==> config.mk <==
export PLATFORM = sky130hd
export DESIGN_NAME = mole_round_scheduler
export DESIGN_NICKNAME = d
export VERILOG_FILES = /design/src/rtl/reaction_game_pkg.sv /design/src/rtl/ms_window_timer.sv /design/src/rtl/mole_round_scheduler.sv
export SDC_FILE = /design/constraint.sdc
export NUM_CORES = 1
export LEC_CHECK = 0
export ABC_CLOCK_PERIOD_IN_PS = 6100
export CAP_MARGIN = 30
export CELL_PAD_IN_SITES_DETAIL_PLACEMENT = 0
export CELL_PAD_IN_SITES_GLOBAL_PLACEMENT = 2
export CORE_UTILIZATION = 40
export DETAILED_ROUTE_END_ITERATION = 10
export DONT_BUFFER_PORTS = 1
export GPL_TIMING_DRIVEN = 1
export PLACE_DENSITY_LB_ADDON = 0.12
export RECOVER_POWER = 50
export SYNTH_ARGS = -nofsm -noshare
export SYNTH_HDL_FRONTEND = slang
export SYNTH_HIERARCHICAL = 1
export SYNTH_SLANG_ARGS = --single-unit
==> constraint.sdc <==
create_clock -name clk -period 6.1 [get_ports clk]
set_input_delay 0 -clock clk [delete_from_list [all_inputs] [get_ports clk]]
set_output_delay 0 -clock clk [all_outputs]
set_load 0.02 [all_outputs]
==> src/rtl/reaction_game_pkg.sv <==
// Shared types and constants for the reaction game round sequencer.
package reaction_game_pkg;

  // Round sequencer states
  typedef enum logic [2:0] {
    ST_IDLE      = 3'd0,
    ST_ARM       = 3'd1,
    ST_SHOW      = 3'd2,
    ST_HIT       = 3'd3,
    ST_MISS      = 3'd4,
    ST_GAME_OVER = 3'd5
  } round_state_t;

  // Score display tops out at two decimal digits
  localparam int SCORE_MAX = 99;

  // Millisecond ticks per game-clock second
  localparam int MS_PER_SECOND = 1000;

endpackage

==> src/rtl/ms_window_timer.sv <==
// Counts ms ticks up to a loadable limit and pulses done on the limit-th tick.
// Reused for the dark gap before a target and for the target show window.
module ms_window_timer (
  input  logic        clk,
  input  logic        reset,
  input  logic        clear,
  input  logic        ms_tick,
  input  logic [15:0] limit,
  output logic        done
);

  logic [15:0] count_reg;

  // done coincides with the tick that completes the window
  assign done = ms_tick && !clear && ((count_reg + 16'd1) == limit);

  // Tick counter; restarts after each completed window or on clear
  always_ff @(posedge clk or posedge reset) begin
    if (reset) begin
      count_reg <= '0;
    end else if (clear || done) begin
      count_reg <= '0;
    end else if (ms_tick) begin
      count_reg <= count_reg + 16'd1;
    end
  end

endmodule

==> src/rtl/mole_round_scheduler.sv <==
// Round sequencer for the switch-reaction game: picks targets, judges
// toggles as hits or misses, keeps score/level and runs the game clock.
module mole_round_scheduler
  import reaction_game_pkg::*;
#(
  parameter int LED_NUM        = 18,
  parameter int GAME_SECONDS   = 60,
  parameter int BASE_MS        = 1000,
  parameter int STEP_MS        = 80,
  parameter int GAP_MS         = 250,
  parameter int HITS_PER_LEVEL = 5,
  parameter int MAX_LEVEL      = 9
) (
  input  logic                       clk,
  input  logic                       reset,
  input  logic                       ms_tick,
  input  logic                       start,
  input  logic [LED_NUM-1:0]         switches,
  input  logic [$clog2(LED_NUM)-1:0] random_value,
  output logic [LED_NUM-1:0]         leds,
  output logic [6:0]                 user_score,
  output logic [3:0]                 level,
  output logic [5:0]                 game_seconds,
  output logic                       game_over
);

  localparam int IDX_W = $clog2(LED_NUM);
  localparam int HIT_W = $clog2(HITS_PER_LEVEL + 1);
  localparam logic [IDX_W-1:0] LED_NUM_IDX  = IDX_W'(LED_NUM);
  localparam logic [IDX_W-1:0] LAST_IDX     = IDX_W'(LED_NUM - 1);
  localparam logic [LED_NUM-1:0] ONE_HOT_LSB = {{(LED_NUM-1){1'b0}}, 1'b1};

  round_state_t       state_reg, state_next;
  logic [IDX_W-1:0]   target_reg, target_next;
  logic [LED_NUM-1:0] prev_sw_reg;
  logic [LED_NUM-1:0] leds_reg;
  logic [6:0]         score_reg;
  logic [3:0]         level_reg;
  logic [HIT_W-1:0]   hit_cnt_reg;
  logic [9:0]         ms_cnt_reg;
  logic [5:0]         sec_reg;

  logic [LED_NUM-1:0] toggle;
  logic               start_game;
  logic               in_play;
  logic               sec_wrap;
  logic               end_game;
  logic [15:0]        window_ms;
  logic [15:0]        timer_limit;
  logic               timer_clear;
  logic               timer_done;
  logic [IDX_W-1:0]   idx_raw;
  logic [IDX_W-1:0]   target_cand;

  assign toggle     = switches ^ prev_sw_reg;
  assign start_game = start && (state_reg == ST_IDLE || state_reg == ST_GAME_OVER);
  assign in_play    = (state_reg == ST_ARM) || (state_reg == ST_SHOW) ||
                      (state_reg == ST_HIT) || (state_reg == ST_MISS);
  assign sec_wrap   = in_play && ms_tick && (ms_cnt_reg == 10'(MS_PER_SECOND - 1));
  assign end_game   = sec_wrap && (sec_reg == 6'(GAME_SECONDS - 1));

  // Show window shrinks by a fixed step per level
  assign window_ms   = 16'(BASE_MS) - (16'(level_reg) * 16'(STEP_MS));
  assign timer_limit = (state_reg == ST_ARM) ? 16'(GAP_MS) : window_ms;
  assign timer_clear = !((state_reg == ST_ARM) || (state_reg == ST_SHOW));

  // Fold the random index into range, then step off a repeated target
  assign idx_raw     = (random_value >= LED_NUM_IDX) ? (random_value - LED_NUM_IDX) : random_value;
  assign target_cand = (idx_raw != target_reg) ? idx_raw :
                       (idx_raw == LAST_IDX)   ? '0 : (idx_raw + 1'b1);

  ms_window_timer u_timer (
    .clk     (clk),
    .reset   (reset),
    .clear   (timer_clear),
    .ms_tick (ms_tick),
    .limit   (timer_limit),
    .done    (timer_done)
  );

  // Next state and target; game end overrides any round transition
  always_comb begin
    state_next  = state_reg;
    target_next = target_reg;
    case (state_reg)
      ST_IDLE, ST_GAME_OVER: begin
        if (start) begin
          state_next  = ST_ARM;
          target_next = '0;
        end
      end
      ST_ARM: begin
        if (timer_done) begin
          state_next  = ST_SHOW;
          target_next = target_cand;
        end
      end
      ST_SHOW: begin
        if (toggle[target_reg])   state_next = ST_HIT;
        else if (|toggle)         state_next = ST_MISS;
        else if (timer_done)      state_next = ST_MISS;
      end
      ST_HIT, ST_MISS: state_next = ST_ARM;
      default: state_next = ST_IDLE;
    endcase
    if (end_game) state_next = ST_GAME_OVER;
  end

  // State, target, switch history and LED display registers
  always_ff @(posedge clk or posedge reset) begin
    if (reset) begin
      state_reg   <= ST_IDLE;
      target_reg  <= '0;
      prev_sw_reg <= '0;
      leds_reg    <= '0;
    end else begin
      state_reg   <= state_next;
      target_reg  <= target_next;
      prev_sw_reg <= switches;
      leds_reg    <= (state_next == ST_SHOW) ? (ONE_HOT_LSB << target_next) : '0;
    end
  end

  // Score, hit counter and level; a hit cut off by game end is not scored
  always_ff @(posedge clk or posedge reset) begin
    if (reset) begin
      score_reg   <= '0;
      level_reg   <= '0;
      hit_cnt_reg <= '0;
    end else if (start_game) begin
      score_reg   <= '0;
      level_reg   <= '0;
      hit_cnt_reg <= '0;
    end else if (state_reg == ST_HIT && !end_game) begin
      if (score_reg != 7'(SCORE_MAX)) score_reg <= score_reg + 7'd1;
      if (hit_cnt_reg == HIT_W'(HITS_PER_LEVEL - 1)) begin
        hit_cnt_reg <= '0;
        if (level_reg != 4'(MAX_LEVEL)) level_reg <= level_reg + 4'd1;
      end else begin
        hit_cnt_reg <= hit_cnt_reg + 1'b1;
      end
    end
  end

  // Game clock: ms ticks to seconds while a game is in progress
  always_ff @(posedge clk or posedge reset) begin
    if (reset) begin
      ms_cnt_reg <= '0;
      sec_reg    <= '0;
    end else if (start_game) begin
      ms_cnt_reg <= '0;
      sec_reg    <= '0;
    end else if (in_play && ms_tick) begin
      if (sec_wrap) begin
        ms_cnt_reg <= '0;
        sec_reg    <= sec_reg + 6'd1;
      end else begin
        ms_cnt_reg <= ms_cnt_reg + 10'd1;
      end
    end
  end

  assign leds         = leds_reg;
  assign user_score   = score_reg;
  assign level        = level_reg;
  assign game_seconds = sec_reg;
  assign game_over    = (state_reg == ST_GAME_OVER);

endmodule

### Word-level counts from Yosys, hierarchy flattened

Index checks and enable logic that the tools add are counted.
W data, S select, Z words.

| word-level totals | value |
|---|---|
| register bits after elaboration | 90 |
| bits in latches | 0 |
| bits in writable memories | 0 |
| bits in read-only memories | 0 |
| memories kept | 0 |

| operators by class | value |
|---|---|
| $add $sub $neg | 9 |
| multipliers | 1 |
| div/mod/pow operators | 0 |
| order comparisons | 2 |
| eq/ne operators | 14 |
| shift-type cells | 1 |
| multiplexer cells | 35 |
| bitwise logic cells | 1 |
| reductions and logical operators | 28 |

Operators with widths:

| operator | count |
|---|---|
| $mux W16 | 3 |
| $mux W10 | 3 |
| $mux W3 | 9 |
| $mux W5 | 5 |
| $mux W7 | 3 |
| $mux W18 | 1 |
| $mux W6 | 3 |
| $reduce_or A18 Y1 | 1 |
| $shl A1 B5 Y18 const A | 1 |
| $xor A18 B18 Y18 | 1 |
| $add A16 B1 Y16 const B | 1 |
| $eq A16 B16 Y1 | 1 |
| $mux W4 | 4 |
| $reduce_bool A2 Y1 | 7 |
| $pmux W3 S4 | 1 |
| $sub A10 B11 Y12 const A | 1 |
| $add A10 B1 Y10 const B | 1 |
| $eq A10 B10 Y1 const B | 1 |
| $pmux W5 S2 | 1 |
| $eq A3 B2 Y1 const B | 3 |
| $eq A3 B3 Y1 const B | 3 |
| $add A7 B1 Y7 const B | 1 |
| $logic_and A1 B1 Y1 | 7 |
| $mul A4 B3 Y7 const B | 1 |
| 21 further kinds | 28 |

### Logic depth before layout (Yosys ltp)

Gate-level depths: netlist (run 1).

| depth | value |
|---|---|
| depth in word-level cells | 12 |
| gate-level depth with buffers | 22 |
| gate-level depth less buffers | 21 |

### Cells and area by module

The synthesis (run 1) kept the hierarchy.

By module, submodules not included:

| module | instances | cells each | area each (um2) | seq. area each (um2) |
|---|---|---|---|---|
| mole_round_scheduler | 1 | 435 | 4180.3 | 1851.8 |
| ms_window_timer | 1 | 172 | 1468.9 | 400.4 |

### Worst setup path before layout (run 1)

OpenSTA, ideal clock, no wires.

| timing path | value |
|---|---|
| path type | register -> register |
| start | reg level_reg[1] (netlist: level[1]) |
| end | reg leds_reg[10] (netlist: leds[10]) |
| data arrival time | 5.442 ns |
| required time | 6.028 ns |
| slack | 0.585 ns |
| cell stages (with the launch flop) | 21 |
| path buffers | 1 |
| clock period less this slack | 5.515 ns |
| cell sequence | dfrtp_1 > ha_1 > ha_1 > fa_1 > nand3_1 > nor2_1 > nand2_1 > nor2_1 > a21oi_1 > nor2_1 > xor2_1 > o32ai_1 > nand3_1 > or4_4 > nor4_4 > buf_6 > nand2_2 > a211o_2 > and3_2 > or4_4 > nor2_1 |

RTL lines:

| element | RTL line | source |
|---|---|---|
| start: declaration | mole_round_scheduler.sv:38 | `logic [3:0] level_reg;` |
| start signal: assignment | mole_round_scheduler.sv:138 | `if (level_reg != 4'(MAX_LEVEL)) level_reg <= level_reg + 4'd1;` |
| $mul A4 B3 Y7 | mole_round_scheduler.sv:63 | `assign window_ms = 16'(BASE_MS) - (16'(level_reg) * 16'(STEP_MS));` |
| $sub A10 B11 Y12 | mole_round_scheduler.sv:63 |  |
| $mux W16 | mole_round_scheduler.sv:64 | `assign timer_limit = (state_reg == ST_ARM) ? 16'(GAP_MS) : window_ms;` |
| named net timer_limit[11] | mole_round_scheduler.sv:49 | `logic [15:0] timer_limit;` |
| $eq A16 B16 Y1 | ms_window_timer.sv:15 | `assign done = ms_tick && !clear && ((count_reg + 16'd1) == limit);` |
| $logic_and A1 B1 Y1 | ms_window_timer.sv:15 |  |
| named net timer_done | mole_round_scheduler.sv:51 | `logic timer_done;` |
| $mux W5 | mole_round_scheduler.sv:93 | `if (timer_done) begin` |
| $pmux W5 S2 | mole_round_scheduler.sv:85 | `case (state_reg)` |
| named net target_next[4] | mole_round_scheduler.sv:34 | `logic [IDX_W-1:0] target_reg, target_next;` |
| $shl A1 B5 Y18 | mole_round_scheduler.sv:120 | `leds_reg <= (state_next == ST_SHOW) ? (ONE_HOT_LSB << target_next) : '0;` |
| $mux W18 | mole_round_scheduler.sv:120 |  |
| end signal: assignment | mole_round_scheduler.sv:120 |  |
| end: declaration | mole_round_scheduler.sv:36 | `logic [LED_NUM-1:0] leds_reg;` |

The timed path passes the listed nets, and every way through them passes these cells.
A chain may end at the register's enable or synchronous reset.

### Worst setup path after layout (run 1)

| timing path | value |
|---|---|
| start | reg level_reg[2] (netlist: level[2]) |
| end | reg leds_reg[8] (netlist: leds[8]) |

The elaborated chain is that of the path after synthesis.

==> results of run 1 <==
[final cells by class]
class	count	area (um2)
inverter	21	78.8
multi-input combinational	470	3200
tap	180	225
clock buffer	9	225
fill	1328	7510
timing repair buffer	30	270
clock inverter	7	67.6
sequential	90	2250
[cell families after synthesis]
kind of cell	count (synthesis)	share of synthesized area (%)
xor+xnor	80	12.4
flops	90	39.9
other cells	2	0.133
fa+ha+maj	16	3.68
mux	15	3.10
compound gates	98	11.7
buf+inv	48	3.74
simple gates	258	25.4
[report_power, final]
| group | leakage (nW) | switching [mW] | internal (mW) |
|---|---|---|---|
| registers | 1.20 | 0.0511 | 0.632 |
| clock network | 0.133 | 0.266 | 0.286 |
| logic | 1.31 | 0.124 | 0.101 |
[cell usage in the layout (no fill, tap or decap), types with 13 or more instances in the layout]
| master | instances |
|---|---|
| inv_1 | 19 |
| o21ai_0 | 23 |
| a21oi_1 | 22 |
| dfrtp_1 | 90 |
| nor2_1 | 68 |
| nand2_1 | 33 |
| dlygate4sd3_1 | 21 |
| nor2b_1 | 13 |
| mux2i_1 | 13 |
| ha_1 | 15 |
| nand4_1 | 19 |
| xnor2_1 | 39 |
| nor3_1 | 24 |
| xor2_1 | 41 |
| nand3_1 | 24 |
[routing by layer]
metal | global-route usage [%] | up-vias | routed length (um)
met3 | 3.40 | 18 | 484
met1 | 25.6 | 2184 | 6050
met5 | 0 | - | 0
met2 | 31.5 | 87 | 6430
li1 | - | 2179 | -
met4 | 7.79 | 0 | 252
[through the flow]
| step | area, um2 | cells | total power [mW] |
|---|---|---|---|
| 2_1_floorplan | 5650 | 608 | 0.859 |
| 3_3_place_gp | 5810 | 769 | 0.905 |
| 3_5_place_dp | 5810 | 769 | 0.907 |
| 4_1_cts | 6310 | 806 | 1.48 |
| 5_1_grt | 6320 | 807 | 1.53 |
| 6_report | 6320 | 807 | 1.46 |
[worst max-delay path by stage]
stage / startpoint / end / slack (ps) / cells after the start
final: level[2] / leds[8] / 740 / 20
after global routing: level[2] / leds[14] / 200 / 21
after CTS: level[2] / leds[8] / 290 / 20
after detailed placement: level[2] / leds[8] / 310 / 20
after global placement: level[2] / leds[8] / 490 / 19
after floorplan: level[1] / leds[10] / 590 / 20
[worst max-delay path, delay by kind of cell (launching register included)]
family                     cells  cell delay (ps)
DFF                            1              540
and+or+nand+nor               11             2730
buffers and inverters          1               60
adders and majority gates      3             1000
xor gates and xnor gates       1              140
AOI/OAI and AO/OA              4              830
[repair_timing]
action / CTS / global route
buffers inserted: 0 / 0
hold buffers: 21 / 0
resized for setup: 0 / 2
setup endpoints to repair: 0 / 18
hold endpoints to repair: 123 / 0
==> flow_metrics.tcl, run 1 <==
set metrics [dict create \
    status "complete, but fails checks" \
    failed_checks "capacitance limit, slew limit" \
    path_class "flip-flop to flip-flop" \
    whs_path_depth 2 \
    final_hold_viol_count 0 \
    routed_via_density 5.54 \
    synth_ff_type "dfrtp_1" \
    nNetsFinal 665 \
    initial_core_util_pct 40.9 \
    htree_num_levels 3 \
    synth_edf_count 0 \
    synth_top_area_share_pct 39.9 \
    synth_area_um2 5650 \
    cts-root-buf "clkbuf_16" \
    dr_total_vias 4468 \
    ios 63 \
    fin_tns_setup_ps 0 \
    setup_ws_ps 738 \
    synthTopCellsByCount "90 x dfrtp_1, 69 x nor2_1, 41 x xor2_1" \
    min_period_over_period_pct 87.9 \
    whs_ps 7.10 \
    synthCells 607 \
    rsz0062_at_grt "false" \
    die_area_um2 14600 \
    dr.pass1.iters 5 \
    hpwl_um 9360 \
    cts_buffer_depth 2 \
    cts-buffers-inserted 9 \
    route.detailed.drc 0 \
    path_cells "ha_1 -> ha_1 -> fa_1 -> nand3_1 -> nor2_1 -> nand2_1 -> nor2_1 -> a21oi_1 -> nor2_4 -> xor2_1 -> o32ai_1 -> nand3_1 -> or4_4 -> nor4_4 -> nand2_2 -> a311oi_2 -> a311o_2 -> inv_2 -> or4_4 -> nor2_1" \
    hold_class "primary input to flip-flop" \
    wl_um 13200 \
    synth.largest_area_cell "dfrtp_1" \
    drt-initial-drc-count 246 \
    whs_endpoint "target_reg[0]" \
    yosysSeqAreaShare_pct 39.9 \
    slew_viol_final 60 \
    syn_to_final_growth_pct 11.9 \
    async_reset_ff_share_pct 100 \
    slowest_stage "or4_4" \
    max_freq_mhz 187 \
    cpMostUsedCell "nor2_1" \
    yosys.cell_types.count 80 \
    die_h_um 121 \
    final.min_clock_period_ps 5360 \
    total_leakage_power_nw 2.64 \
    r2r_slack_ps 740 \
    dp_slack_ps 312 \
    setup_viol_count_final 0 \
    r2r_cells 20 \
    fin_util_pct 45.7 \
    dieWidth_um 121 \
    clkTransAtPathRegs_ps 70 \
    grt_antenna_before_repair 0 \
    crit_required_ps 6380 \
    worstPathMaxFanout 12 \
    ir_drop_mv 0.100 \
    avgSynthCellArea_um2 9.31 \
    start_kind "flip-flop" \
    synth_area_leaders "dfrtp_1 40%, xor2_1 6.4%, xnor2_1 6.0%" \
    grt_remaining_overflow 0 \
    slowest_delay_ps 560 \
    grt_max_degree 75 \
    drive_gt1_share_pct 9.09 \
    clk_latency_ps 350 \
    grt_pass1_vias 4504 \
    drtAntennaViolNets 0 \
    grt_usage_pct 19.4 \
    finClkSkew_ps 10.0 \
    portBuffers 0 \
    cts_tree "done" \
    worstReg2RegStart "level[2]" \
    slew-limit-headroom_pct -115 \
    num_rows 43 \
    gp_congestion 0.881 \
    drv_cap 1 \
    crit_path_end_kind "flip-flop" \
    yosys_register_bits 90 \
    power.density_nw_per_um2 231 \
    synth_most_common_cell "dfrtp_1" \
    cp.arrival_ps 5640 \
    n_antenna_cell 0 \
    yosys_warnings 6 \
    tightest_slew_ps 3220 \
    hold_path.startpoint "random_value[0]" \
    clock-sinks 90 \
    core_um2 13800 \
    grt_pass1_wl_um 22500 \
    timing.rr.end "leds[8]" \
    wire_per_inst_um 16.4 \
]
No activity file was read; power rests on OpenSTA's default activity.
==> run 2: changes to the inputs <==
- CORE_UTILIZATION: 40 -> 41
- CTS_BUF_LIST: unset -> sky130_fd_sc_hd__clkbuf_16
- RECOVER_POWER: 50 -> unset
- SYNTH_HIERARCHICAL: 1 -> unset
==> run 2 against run 1 <==
  * Highest routed layer unchanged
  * Clock power up 0.9%
  * Sequential share of layout area up 1.5 points
  * Count of clock-buffer cells in the layout unchanged
  * The flow now finishes without violations
  * Largest cell class unchanged
  * Cell count down 7.2%
==> flow_metrics.tcl, run 2 <==
set metrics [dict create \
    grt_usage_pct 20.1 \
    synth_fp_nets 597 \
    power.density_nw_per_um2 243 \
    wl_um 12900 \
    dp_slack_ps 1810 \
    die_h_um 117 \
    initial_core_util_pct 42.3 \
    drive_gt1_share_pct 8.84 \
    final.min_clock_period_ps 4320 \
    synth_most_common_cell "dfrtp_1" \
    synth_top_area_share_pct 41.8 \
    cts-resized-gates 0 \
    fin_tns_setup_ps 0 \
    syn_to_final_growth_pct 12.7 \
    combPwrFrac_pct 16.3 \
    nNetsFinal 615 \
    ios 63 \
    cell_internal_pwr_mw 1.02 \
    status "complete, no violations" \
    slew-limit-headroom_pct 36.7 \
    dr_total_vias 4143 \
    drv_cap 0 \
    grt_pass1_vias 4082 \
    synthCells 554 \
    power.share.sequential_pct 46.0 \
    n_antenna_cell 0 \
    drtAntennaViolNets 0 \
    cp.arrival_ps 4580 \
    yosys.cell_types.count 76 \
    yosys_warnings 0 \
    synth_area_leaders "dfrtp_1 42%, xnor2_1 6.8%, xor2_1 4.6%" \
    async_reset_ff_share_pct 100 \
    total_leakage_power_nw 2.51 \
    max_freq_mhz 231 \
    p_sw_share_pct 30.8 \
    cts_tree "done" \
    route.detailed.drc 0 \
    routed_via_density 5.53 \
    grt_max_degree 48 \
    rsz0062_at_grt "false" \
    synthTopCellsByCount "90 x dfrtp_1, 59 x nor2_1, 42 x xnor2_1" \
    drt-initial-drc-count 174 \
    tightest_slew_ps 949 \
    synth_edf_count 0 \
    mostFrequentLayoutCells "90 x dfrtp_1, 59 x nor2_1, 42 x xnor2_1" \
    hpwl_um 9220 \
    dieWidth_um 117 \
    hold_class "primary input to flip-flop" \
    grt_remaining_overflow 0 \
    setup_viol_count_final 0 \
    die_area_um2 13600 \
    grt_pass1_wl_um 20900 \
    avgSynthCellArea_um2 9.73 \
    wire_per_inst_um 17.3 \
    finClkSkew_ps 7.15 \
    min_period_over_period_pct 70.8 \
    crit_required_ps 6360 \
    power_mw 1.48 \
    clock-sinks 90 \
    cts-root-buf "clkbuf_16" \
    synth_ff_type "dfrtp_1" \
    power.switching_mw 0.455 \
    portBuffers 0 \
    yosys_register_bits 90 \
    htree_num_levels 3 \
    ir_drop_mv 0.158 \
    num_rows 41 \
    synth_area_um2 5390 \
    cts-buffers-inserted 9 \
    cts_buffer_depth 2 \
    synth.largest_area_cell "dfrtp_1" \
    final_hold_viol_count 0 \
    dpl-instance-area_um2 5560 \
    fin_util_pct 47.7 \
    finalInstanceArea_um2 6070 \
    gp_congestion 0.791 \
    core_um2 12700 \
    worstPathMaxFanout 10 \
    clk_latency_ps 350 \
    layout_commonest_cell "dfrtp_1" \
    path_class "flip-flop to flip-flop" \
    slew_viol_final 0 \
    crit_path_end_kind "flip-flop" \
    start_kind "flip-flop" \
    clkTransAtPathRegs_ps 70 \
    dr.pass1.iters 5 \
    setup_ws_ps 1780 \
    yosysSeqAreaShare_pct 41.8 \
    grt_antenna_before_repair 0 \
    clkPwrFrac_pct 37.7 \
]
run 2: changes by cell type after synthesis, sizes merged, moves of 4 or more:
cell | before | now
o211ai | 3 | 8
xor2 | 41 | 28
nor2 | 69 | 61
or4 | 5 | 1
buf | 14 | 10
nor2b | 13 | 6
clkbuf | 13 | 8
nor4 | 8 | 4
or3 | 5 | 9
nand2b | 11 | 5
a211oi | 11 | 7
mux2i | 13 | 5
nand2 | 34 | 38
and4 | 6 | 2
run 2: critical path: stages, from the launching register on:
cell,delay (ps)
dfrtp_1,630
ha_1,330
ha_1,220
fa_1,530
nand3_1,90
or3_1,390
a21oi_2,250
nand4_1,190
a211oi_1,410
a31oi_1,190
a2111oi_4,430
nand4_2,280
nor3_1,280
run 2: cells by family (layout without fill, tap and decap cells):
logic type	after synthesis	after routing	synth area share [%]
multiplexers	11	11	3.02
XOR/XNOR	72	72	12.2
adder cells (fa/ha/maj)	16	16	3.86
AND/OR/NAND/NOR	231	231	22.9
buffers and inverters	37	60	3.02
AO/OA/AOI/OAI	97	97	13.2
flip-flops	90	90	41.8
run 2: path summary, 6_finish.rpt:
| kind | cells after the start | slack, ps | startpoint | end |
|---|---|---|---|---|
| worst max-delay path | 12 | 1780 | level[3] | leds[11] |
| worst min-delay path | 3 | 40 | start | state_reg[0] |
| worst max register to register | 12 | 1780 | level[3] | leds[11] |
| worst min register to register | 2 | 540 | ms_cnt_reg[8] | ms_cnt_reg[8] |
| max in group asynchronous | 3 | 5210 | reset | ms_cnt_reg[9] |
| min in group asynchronous | 3 | 210 | reset | leds[2] |
run 2: cell type report:
class / instances / area (um2)
clock buffers: 9 / 225
clock inverters: 7 / 70.1
fillers: 1236 / 6650
inverters: 19 / 72.6
multi-input cells: 427 / 2970
flip-flops and latches: 90 / 2250
well taps: 172 / 215
repair buffers: 25 / 263
run 2: repair_timing:
action | CTS | global route
hold endpoints to repair | 73 | 0
setup buffers | 0 | 0
setup endpoints to repair | 0 | 0
hold buffers | 22 | 0
run 2: power by group through the flow:
stage,sequential (mW),clock (mW),combinational [mW]
after global routing,0.686,0.595,0.274
after CTS,0.678,0.574,0.243
after detailed placement,0.689,0,0.229
after global placement,0.689,0,0.224
after floorplan,0.670,0,0.196
final,0.679,0.557,0.240
run 2: routing by layer:
layer	GRT usage, %	share of wire [%]
met4	4.89	1.0
met3	5.29	4.5
met1	26.7	46
met5	0	0
met2	32.7	48
run 2: metrics by stage:
stage / instances / hold WS (ps)
2_1_floorplan: 554 / 31.4
4_1_cts: 749 / 24.2
3_5_place_dp: 711 / -219
3_3_place_gp: 710 / -219
5_1_grt: 749 / 46.7
6_report: 749 / 36.3
==> run 3: changes to the inputs <==
- ABC_AREA: unset -> 1
- ABC_CLOCK_PERIOD_IN_PS: 6100 -> 3850
- CORE_UTILIZATION: 41 -> 33
- clock period: 6.1 -> 3.85 ns (I/O delays scaled with it)
==> run 3 against run 2 <==
  * Worst setup slack worse by 1400 ps
  * Critical path depth increased by 8
  * Cell count grew 35%
  * Clock skew hardly changed
  * Sequential share of layout area fell by 1.7 points
  * Sequential power up 89%
  * Die area up 28%
  * Register-to-register slack got worse by 1400 ps
  * Power up 120%
  * Largest cell class unchanged
  * Critical path type unchanged
  * Routed wire length up 13%
==> flow_metrics.tcl, run 3 <==
set metrics [dict create \
    final.min_clock_period_ps 3460 \
    slew_viol_final 0 \
    worstPathMaxFanout 9 \
    synth_top_area_share_pct 40.3 \
    start_kind "flip-flop" \
    grt_pass1_wl_um 24800 \
    hold_class "primary input to flip-flop" \
    initial_core_util_pct 33.8 \
    synth.largest_area_cell "dfrtp_1" \
    portBuffers 0 \
    synth_fp_nets 801 \
    synth_ff_type "dfrtp_1" \
    cts-root-buf "clkbuf_16" \
    final_hold_viol_count 0 \
    ir_drop_mv 0.227 \
    path_class "flip-flop to flip-flop" \
    crit_path_end_kind "flip-flop" \
    synthTopCellsByCount "210 x nand2_1, 94 x nor2_1, 90 x dfrtp_1" \
    grt_max_degree 58 \
    synth_edf_count 0 \
    finClkSkew_ps 6.86 \
    status "complete, no violations" \
    crit_required_ps 4130 \
    core_um2 16500 \
    route.detailed.drc 0 \
    max_freq_mhz 289 \
    die_h_um 132 \
    n_antenna_cell 0 \
    synth_area_leaders "dfrtp_1 40%, nand2_1 14%, nand3_1 6.7%" \
    syn_to_final_growth_pct 13.9 \
    finalInstanceArea_um2 6360 \
    yosys_warnings 0 \
    yosysSeqAreaShare_pct 40.3 \
    synth_most_common_cell "nand2_1" \
    synthCells 758 \
    nNetsFinal 829 \
    async_reset_ff_share_pct 100 \
    dpl-instance-area_um2 5840 \
    dieWidth_um 132 \
    wire_per_inst_um 14.5 \
    grt_usage_pct 17.9 \
    hpwl_um 10800 \
    grt_remaining_overflow 0 \
    htree_num_levels 3 \
    clkTransAtPathRegs_ps 70 \
    yosys_register_bits 90 \
    cts_buffer_depth 2 \
    cp.arrival_ps 3740 \
    num_rows 47 \
    slew-limit-headroom_pct 52.0 \
    drt-initial-drc-count 239 \
    die_area_um2 17400 \
    tightest_slew_ps 719 \
    drive_gt1_share_pct 7.97 \
    grt_antenna_before_repair 0 \
    synth_area_um2 5580 \
    rsz0062_at_grt "false" \
    grt_pass1_vias 4892 \
    dr.pass1.iters 4 \
    clock-sinks 90 \
    dr_total_vias 4880 \
    mostFrequentLayoutCells "210 x nand2_1, 94 x nor2_1, 89 x dfrtp_1" \
    min_period_over_period_pct 89.7 \
    cts-buffers-inserted 9 \
    routed_via_density 4.83 \
    power.density_nw_per_um2 500 \
    layout_commonest_cell "nand2_1" \
    ios 63 \
    gp_congestion 0.830 \
    fin_tns_setup_ps 0 \
    setup_viol_count_final 0 \
    clk_latency_ps 350 \
    drtAntennaViolNets 0 \
    wl_um 14600 \
    cts_setup_buffers 0 \
    yosys.cell_types.count 46 \
    total_leakage_power_nw 3.08 \
    cts_tree "done" \
    whs_ps 88.5 \
    avgSynthCellArea_um2 7.37 \
    drv_cap 0 \
]
run 3: final timing paths:
kind                       cells after the start                     to  slack (ps)       startpoint
min in group asynchronous                      2          ms_cnt_reg[1]         260            reset
hold reg to reg                                1          ms_cnt_reg[0]         530    ms_cnt_reg[0]
setup reg to reg                              20                leds[7]         390         level[1]
setup / recovery                              20                leds[7]         390         level[1]
max in group asynchronous                      3  u_timer.count_reg[10]        2620            reset
hold / removal                                 4          target_reg[4]          90  random_value[4]
run 3: metal layers:
metal | up-vias | GRT usage, % | routed length (um)
met5 | - | 0 | 0
met4 | 0 | 7.49 | 269
met3 | 16 | 3.23 | 499
met2 | 77 | 28.7 | 6670
met1 | 2260 | 23.8 | 7160
li1 | 2527 | - | -
run 3: through the flow:
step / util (%) / power (mW) / setup WS [ps] / std cells
6_report: 38.5 / 3.18 / 395 / 1010
5_1_grt: 38.5 / 3.42 / 38.0 / 1010
3_5_place_dp: 35.4 / 2.26 / 336 / 973
4_1_cts: 38.5 / 3.22 / 316 / 1010
2_1_floorplan: - / 2.00 / 753 / 758
3_3_place_gp: 35.4 / 2.25 / 377 / 973
run 3: cells by family after synthesis:
group | Yosys count | share of synthesized area [%]
AOI/OAI and AO/OA | 71 | 7.66
DFF | 90 | 40.3
muxes | 1 | 0.179
and+or+nand+nor | 457 | 37.4
adders and majority gates | 16 | 3.72
buffers and inverters | 98 | 6.83
xor gates and xnor gates | 25 | 3.92
run 3: final cells by class:
| type | instances | area, um2 |
|---|---|---|
| Clock buffer | 9 | 225 |
| Clock inverter | 6 | 70.1 |
| Fill cell | 1785 | 10200 |
| Inverter | 89 | 337 |
| Multi-Input combinational cell | 570 | 2950 |
| Sequential cell | 90 | 2250 |
| Tap cell | 220 | 275 |
| Timing Repair Buffer | 26 | 250 |
run 3: report_power, final:
part / switching [mW] / total [mW] / internal [mW] / leakage (nW)
logic: 0.643 / 0.973 / 0.330 / 1.78
clock network: 0.419 / 0.928 / 0.509 / 0.147
registers: 0.191 / 1.28 / 1.09 / 1.16
total: 1.25 / 3.18 / 1.93 / 3.08
run 3: critical path, stage by stage, from the launching register on:
cell and delay (ps):
dfrtp_2 490, ha_1 320, ha_1 220, fa_1 530, nand2_1 100, nor2_1 140
nand2_1 70, nand2_1 50, nand3_1 100, inv_1 70, nand2_1 50, nand2_1 120
and2_1 200, nand3_4 140, nand2_2 110, nand2_2 80, nand2_1 100, nand2_2 80
nor2_1 140, nand2_2 140, nor2_1 130
run 3: timing repair:
action                     in CTS  in global routing
resized for setup               0                  1
hold buffers                   22                  0
setup endpoints to repair       0                  4
hold endpoints to repair       84                  0
